===== src/rtl/spi_master_ctrl_if.sv =====
// Host-side command/readback bundle for spi_master_ctrl.
// The controller takes the slave modport; the host sequencer takes master.
interface spi_master_ctrl_if;
  logic       cmd_valid;
  logic       cmd_ready;
  logic [1:0] cmd_type;
  logic [7:0] cmd_data;
  logic       busy;
  logic       rd_valid;
  logic [7:0] rd_data;

  modport master (
    output cmd_valid, cmd_type, cmd_data,
    input  cmd_ready, busy, rd_valid, rd_data
  );

  modport slave (
    input  cmd_valid, cmd_type, cmd_data,
    output cmd_ready, busy, rd_valid, rd_data
  );
endinterface


===== src/rtl/spi_master_ctrl.sv =====
// SPI frame generator for the spi_wrapper slave; all outputs registered.
// Optional SPI_MASTER_AUTO_RD_EN: a type-10 frame auto-issues a type-11 frame.
module spi_master_ctrl #(
  parameter int MISO_WAIT  = 2,
  parameter int GAP_CYCLES = 1
) (
  input  logic clk,
  input  logic rst_n,
  spi_master_ctrl_if.slave host,
  output logic ss_n,
  output logic MOSI,
  input  logic MISO
);

  typedef enum logic [2:0] {
    IDLE, SEL, SHIFT, TURN, RECV, GAP
  } state_t;

  localparam logic [3:0] TURN_LAST = 4'(MISO_WAIT - 1);
  localparam logic [3:0] GAP_LAST  = 4'(GAP_CYCLES - 1);

  state_t     state, state_d;
  logic [3:0] cnt, cnt_d;
  logic [9:0] sr, sr_d;
  logic [1:0] typ, typ_d;
  logic [7:0] rx, rx_d;
  logic [7:0] rd_q, rd_d;
  logic       rdv_q, rdv_d;
  logic       ss_q, ss_d;
  logic       mosi_q, mosi_d;
  logic       rdy_q, rdy_d;
  logic       busy_q, busy_d;
  logic       accept;
`ifdef SPI_MASTER_AUTO_RD_EN
  logic       auto_q, auto_d;
`endif

  assign accept = host.cmd_valid && rdy_q;

  always_comb begin
    state_d = state;
    sr_d    = sr;
    typ_d   = typ;
    rx_d    = rx;
    rd_d    = rd_q;
    rdv_d   = 1'b0;
    mosi_d  = 1'b0;
`ifdef SPI_MASTER_AUTO_RD_EN
    auto_d  = auto_q;
`endif
    unique case (state)
      IDLE: begin
        if (accept) begin
          state_d = SEL;
          sr_d    = {host.cmd_type, host.cmd_data};
          typ_d   = host.cmd_type;
          mosi_d  = host.cmd_type[1];
`ifdef SPI_MASTER_AUTO_RD_EN
          auto_d  = (host.cmd_type == 2'b10);
`endif
        end
      end
      SEL: begin
        state_d = SHIFT;
        mosi_d  = sr[9];
        sr_d    = {sr[8:0], 1'b0};
      end
      SHIFT: begin
        if (cnt == 4'd9) begin
          state_d = (typ == 2'b11) ? TURN : GAP;
        end else begin
          mosi_d = sr[9];
          sr_d   = {sr[8:0], 1'b0};
        end
      end
      TURN: begin
        if (cnt == TURN_LAST) state_d = RECV;
      end
      RECV: begin
        rx_d = {rx[6:0], MISO};
        if (cnt == 4'd7) begin
          state_d = GAP;
          rd_d    = rx_d;
          rdv_d   = 1'b1;
        end
      end
      GAP: begin
        if (cnt == GAP_LAST) begin
`ifdef SPI_MASTER_AUTO_RD_EN
          if (auto_q) begin
            state_d = SEL;
            sr_d    = {2'b11, 8'h00};
            typ_d   = 2'b11;
            mosi_d  = 1'b1;
            auto_d  = 1'b0;
          end else begin
            state_d = IDLE;
          end
`else
          state_d = IDLE;
`endif
        end
      end
      default: state_d = IDLE;
    endcase
    // Per-state counter restarts on every state change
    if (state_d != state || state == IDLE) cnt_d = '0;
    else cnt_d = cnt + 4'd1;
    ss_d   = (state_d == IDLE) || (state_d == GAP);
    rdy_d  = (state_d == IDLE);
    busy_d = (state_d != IDLE);
  end

  always_ff @(posedge clk or negedge rst_n) begin
    if (!rst_n) begin
      state  <= IDLE;
      cnt    <= '0;
      sr     <= '0;
      typ    <= '0;
      rx     <= '0;
      rd_q   <= '0;
      rdv_q  <= 1'b0;
      ss_q   <= 1'b1;
      mosi_q <= 1'b0;
      rdy_q  <= 1'b1;
      busy_q <= 1'b0;
    end else begin
      state  <= state_d;
      cnt    <= cnt_d;
      sr     <= sr_d;
      typ    <= typ_d;
      rx     <= rx_d;
      rd_q   <= rd_d;
      rdv_q  <= rdv_d;
      ss_q   <= ss_d;
      mosi_q <= mosi_d;
      rdy_q  <= rdy_d;
      busy_q <= busy_d;
    end
  end

`ifdef SPI_MASTER_AUTO_RD_EN
  always_ff @(posedge clk or negedge rst_n) begin
    if (!rst_n) auto_q <= 1'b0;
    else auto_q <= auto_d;
  end
`endif

  assign ss_n           = ss_q;
  assign MOSI           = mosi_q;
  assign host.cmd_ready = rdy_q;
  assign host.busy      = busy_q;
  assign host.rd_valid  = rdv_q;
  assign host.rd_data   = rd_q;

endmodule

===== src/flat_wrapper.sv =====
// flat-port wrapper written by rule: the top's interface ports become plain ports
module spi_master_ctrl_flat 
#(
  parameter int MISO_WAIT  = 2,
  parameter int GAP_CYCLES = 1
)
  (clk, rst_n, ss_n, MOSI, MISO, host_cmd_valid, host_cmd_type, host_cmd_data, host_cmd_ready, host_busy, host_rd_valid, host_rd_data);
  spi_master_ctrl_if host_i ();
  input  logic clk;
  input  logic rst_n;
  output logic ss_n;
  output logic MOSI;
  input  logic MISO;
  input wire logic [$bits(host_i.cmd_valid)-1:0] host_cmd_valid;
  input wire logic [$bits(host_i.cmd_type)-1:0] host_cmd_type;
  input wire logic [$bits(host_i.cmd_data)-1:0] host_cmd_data;
  output wire logic [$bits(host_i.cmd_ready)-1:0] host_cmd_ready;
  output wire logic [$bits(host_i.busy)-1:0] host_busy;
  output wire logic [$bits(host_i.rd_valid)-1:0] host_rd_valid;
  output wire logic [$bits(host_i.rd_data)-1:0] host_rd_data;
  assign host_i.cmd_valid = host_cmd_valid;
  assign host_i.cmd_type = host_cmd_type;
  assign host_i.cmd_data = host_cmd_data;
  assign host_cmd_ready = host_i.cmd_ready;
  assign host_busy = host_i.busy;
  assign host_rd_valid = host_i.rd_valid;
  assign host_rd_data = host_i.rd_data;
  spi_master_ctrl #(.MISO_WAIT(MISO_WAIT), .GAP_CYCLES(GAP_CYCLES)) u_core (.clk(clk), .rst_n(rst_n), .host(host_i), .ss_n(ss_n), .MOSI(MOSI), .MISO(MISO));
endmodule

===== config.mk =====
export PLATFORM = sky130hd
export DESIGN_NAME = spi_master_ctrl_flat
export DESIGN_NICKNAME = d
export VERILOG_FILES = /design/src/rtl/spi_master_ctrl_if.sv /design/src/rtl/spi_master_ctrl.sv /design/src/flat_wrapper.sv
export SDC_FILE = /design/constraint.sdc
export NUM_CORES = 1
export LEC_CHECK = 0
export BUFFER_PORTS_ARGS = -buffer_cell sky130_fd_sc_hd__buf_4
export CORE_MARGIN = 2
export CORE_UTILIZATION = 50
export DETAILED_ROUTE_END_ITERATION = 10
export GPL_TIMING_DRIVEN = 1
export HOLD_SLACK_MARGIN = 0.1
export PLACE_DENSITY = 0.78
export SLEW_MARGIN = 25
export SYNTH_ARGS = -nofsm -noshare
export SYNTH_HDL_FRONTEND = slang
export SYNTH_SLANG_ARGS = --single-unit

===== constraint.sdc =====
create_clock -name clk -period 2.6 [get_ports clk]
set_input_delay 0.26 -clock clk [delete_from_list [all_inputs] [get_ports clk]]
set_output_delay 0.26 -clock clk [all_outputs]
set_load 0.03 [all_outputs]

==> impl_metrics.env <==
export IMPL_critical_path_top_delay_family="simple AND/OR/NAND/NOR gates"
export IMPL_synthArstFlopShare=1.00
export IMPL_drt_iter0_markers=46
export IMPL_grt_pass1_wl_mm=5.45
export IMPL_hp_start="MISO"
export IMPL_synth_cells=151
export IMPL_die_y_um=64.0
export IMPL_crit_path_max_fanout=11
export IMPL_slew_headroom=0.690
export IMPL_track_usage=0.175
export IMPL_synth_edff_count=0
export IMPL_synth_distinct_cells=35
export IMPL_synth_cell_area_mm2=0.00180
export IMPL_cts_sinks=39
export IMPL_placementRows=21
export IMPL_grt_pass1_vias=1200
export IMPL_ys_seq_elements=39
export IMPL_setup_tns_ns=0
export IMPL_fmax_ghz=0.522
export IMPL_crit_arrival_ns=2.15
export IMPL_yosysSeqAreaShare=0.543
export IMPL_final_setup_viol_count=0
export IMPL_die_width_um=64.0
export IMPL_ir_drop_v=0.000591
export IMPL_p_total_uw=2230
export IMPL_final_antenna_net_count=0
export IMPL_period_needed_ns=1.92
export IMPL_synthSimpleGateAreaFrac=0.125
export IMPL_syn_nets=168
export IMPL_path_class="flop to flop"
export IMPL_hold_viol=0
export IMPL_core_mm2=0.00339
export IMPL_cts_clk_slew_worst_paths_ns=0.11
export IMPL_worst_setup_path_start_kind="flop"
export IMPL_tightest_slew_ns=0.465
export IMPL_dieArea_mm2=0.00410
export IMPL_worst_ep_required_time_ns=2.84
export IMPL_synth_top_family_by_area="multiplexers"
export IMPL_cts_path_max_buffers=2
export IMPL_startpoint="u_core.state[1]"
export IMPL_min_path_type="primary input to flop"
export IMPL_cts_root_buf="clkbuf_4"
export IMPL_nNetsFinal=196
export IMPL_htreeDepth=2
export IMPL_finalCritPeriodShare=0.737
export IMPL_synth_adder_area_share=0.0208
export IMPL_syn2layout_area_growth_pct=17.7
export IMPL_power_density_mw_per_mm2=1050
export IMPL_synth_xor_area_share=0.00972
export IMPL_grt_max_degree=40
export IMPL_yosys_warnings=0
export IMPL_status="complete, no violations"
export IMPL_clk_latency_ns=0.35
export IMPL_grt_setup_unrepaired="no"
export IMPL_vias_per_cell=5.14
export IMPL_max_cap_violations=0
export IMPL_syn_area_per_cell_um2=11.9
export IMPL_reg2reg_from="u_core.state[1]"
export IMPL_diodes=0
export IMPL_synth_top_area_share=0.514
export IMPL_drive_above_1_share=0.350
export IMPL_finClkSkew_ns=0.0114
export IMPL_numCtsBuffers=5
export IMPL_initial_core_util=0.532
export IMPL_synth_compound_area_frac=0.0993
export IMPL_drv_slew=0
export IMPL_critPathMaxStageDelay_ns=0.55
export IMPL_yosysTopAreaCell="dfrtp_1"
export IMPL_vias=1161
export IMPL_place_gp_congestion=0.788
export IMPL_synth_main_ff_cell="dfrtp_1"
export IMPL_grt_ovfl_total=0
export IMPL_cts_tree="yes"
export IMPL_portBuffers=26
export IMPL_first_pass_iters=4
export IMPL_crit_buf_inv=0
export IMPL_cellLeakagePower_uw=0.00106
export IMPL_ioPinCount=27
export IMPL_worst_path_max_delay_cell="dfrtp_1"
export IMPL_worst_setup_path_end_kind="flop"
export IMPL_synth_area_mux_share=0.156
export IMPL_yosys_top_cells_area="dfrtp_1 51%, mux2_2 11%, mux2i_1 5.0%"
export IMPL_wire_per_inst_um=13.5
export IMPL_drc=0
export IMPL_routed_wl_mm=3.04
export IMPL_worstPathCellList="nor3b_4 -> and4b_4 -> a2111oi_2 -> o21ai_2 -> nor2_1"
export IMPL_hpwl_mm=2.18
export IMPL_antenna_found_initial=0
-- per-layer routing --
| layer | up-vias | part of all wire | routed length (um) | GRT usage |
|---|---|---|---|---|
| li1 | 578 | - | - | - |
| met1 | 559 | 0.43 | 1320 | 0.208 |
| met2 | 20 | 0.51 | 1550 | 0.298 |
| met3 | 4 | 0.041 | 125 | 0.0528 |
| met4 | 0 | 0.015 | 45 | 0.0652 |
| met5 | - | 0 | 0 | 0 |
-- report_power, final --
group	internal (uW)	switching (uW)
Combinational	395	478
Sequential	788	154
Clock	227	191
-- per-stage QoR --
step | instance area [um^2] | hold WS (ns) | cells | util | setup WS (ns)
after global routing | 2120 | 0.126 | 226 | 0.626 | 0.499
after CTS | 2120 | 0.120 | 226 | 0.626 | 0.688
after global placement | 2020 | 0.247 | 217 | 0.597 | 0.796
final | 2120 | 0.149 | 226 | 0.626 | 0.684
after detailed placement | 2020 | 0.252 | 217 | 0.597 | 0.729
after floorplan | 1800 | -0.0356 | 151 | - | 0.874
-- what timing repair did --
item | 4_1_cts | 5_1_grt
hold buffers | 1 | 0
gates resized for setup | 0 | 0
hold endpoints to repair | 37 | 0
buffers inserted | 0 | 0
-- cell usage in the layout, fill, tap and decap left out --
master	instances
a2111oi_2	2
nand2b_1	5
nor2b_1	3
nor3b_4	1
a32o_1	1
mux2i_1	9
nor3b_1	2
a22oi_1	1
dfrtp_1	37
bufinv_16	1
nand3_1	2
o21ai_2	1
a31oi_1	2
dlygate4sd3_1	1
a31o_2	1
xor2_1	1
and4b_4	1
and4bb_2	1
and2_1	2
a21boi_0	1
nand2_1	12
nor2_1	5
inv_1	10
or2b_1	1
clkbuf_4	5
a21oi_1	3
mux2_2	17
a21o_1	1
xnor2_1	1
clkinv_2	1
clkbuf_8	1
ha_1	3
nor4_4	1
buf_4	28
dfstp_2	2
o22ai_1	1
o21ai_0	13
-- cells by family after synthesis --
| family | after synthesis |
|---|---|
| muxes | 26 |
| AOI/OAI and AO/OA | 27 |
| DFF | 39 |
| adders and majority gates | 3 |
| buffers and inverters | 18 |
| xor gates and xnor gates | 2 |
| and+or+nand+nor | 36 |
-- state kept, by name (all words and copies together) (netlist names) --
signal / flops
u_core.cnt: 4
u_core.MOSI: 1
u_core.state: 3
u_core.typ: 2
u_core.ss_n: 1
u_core.host.rd_valid: 1
u_core.host.rd_data: 8
u_core.host.busy: 1
u_core.rx: 7
u_core.sr: 10
u_core.host.cmd_ready: 1
-- worst register-to-register path, stage by stage (launching register included) --
cell and delay, ns:
dfrtp_1 0.55, nor3b_4 0.45, and4b_4 0.42, a2111oi_2 0.09, o21ai_2 0.22, nor2_1 0.08
-- Yosys cell counts (2+ instances only) --
master,number
nand2_1,12
nor2b_1,3
clkbuf_1,3
nand2b_1,5
nor2_1,5
buf_2,3
o21ai_0,13
a2111oi_2,2
nand3_1,2
a21oi_1,3
inv_1,10
and2_1,2
a31oi_1,2
mux2i_1,9
dfstp_2,2
mux2_2,17
nor3b_1,2
ha_1,3
dfrtp_1,37
-- path summary, 6_finish.rpt --
kind                                           to  slack, ns  cells after the start
max                                 u_core.cnt[3]       0.68                      5
min in group asynchronous            u_core.sr[1]       0.40                      2
min reg2reg                          u_core.sr[9]       0.50                      2
min                        u_core.host.rd_data[0]       0.15                      2
max in group asynchronous             u_core.ss_n       1.85                      2
max reg2reg                         u_core.cnt[3]       0.68                      5
-- layout make-up --
cell class              count  area [um^2]
clock buffers               6         51.3
clock inverters             2         35.0
fillers                   276         1270
inverters                  10         37.5
multi-input cells          94          741
flip-flops and latches     39          978
well taps                  46         57.6
repair buffers             29          220
Note: power is estimated with default switching activity, not from simulation.
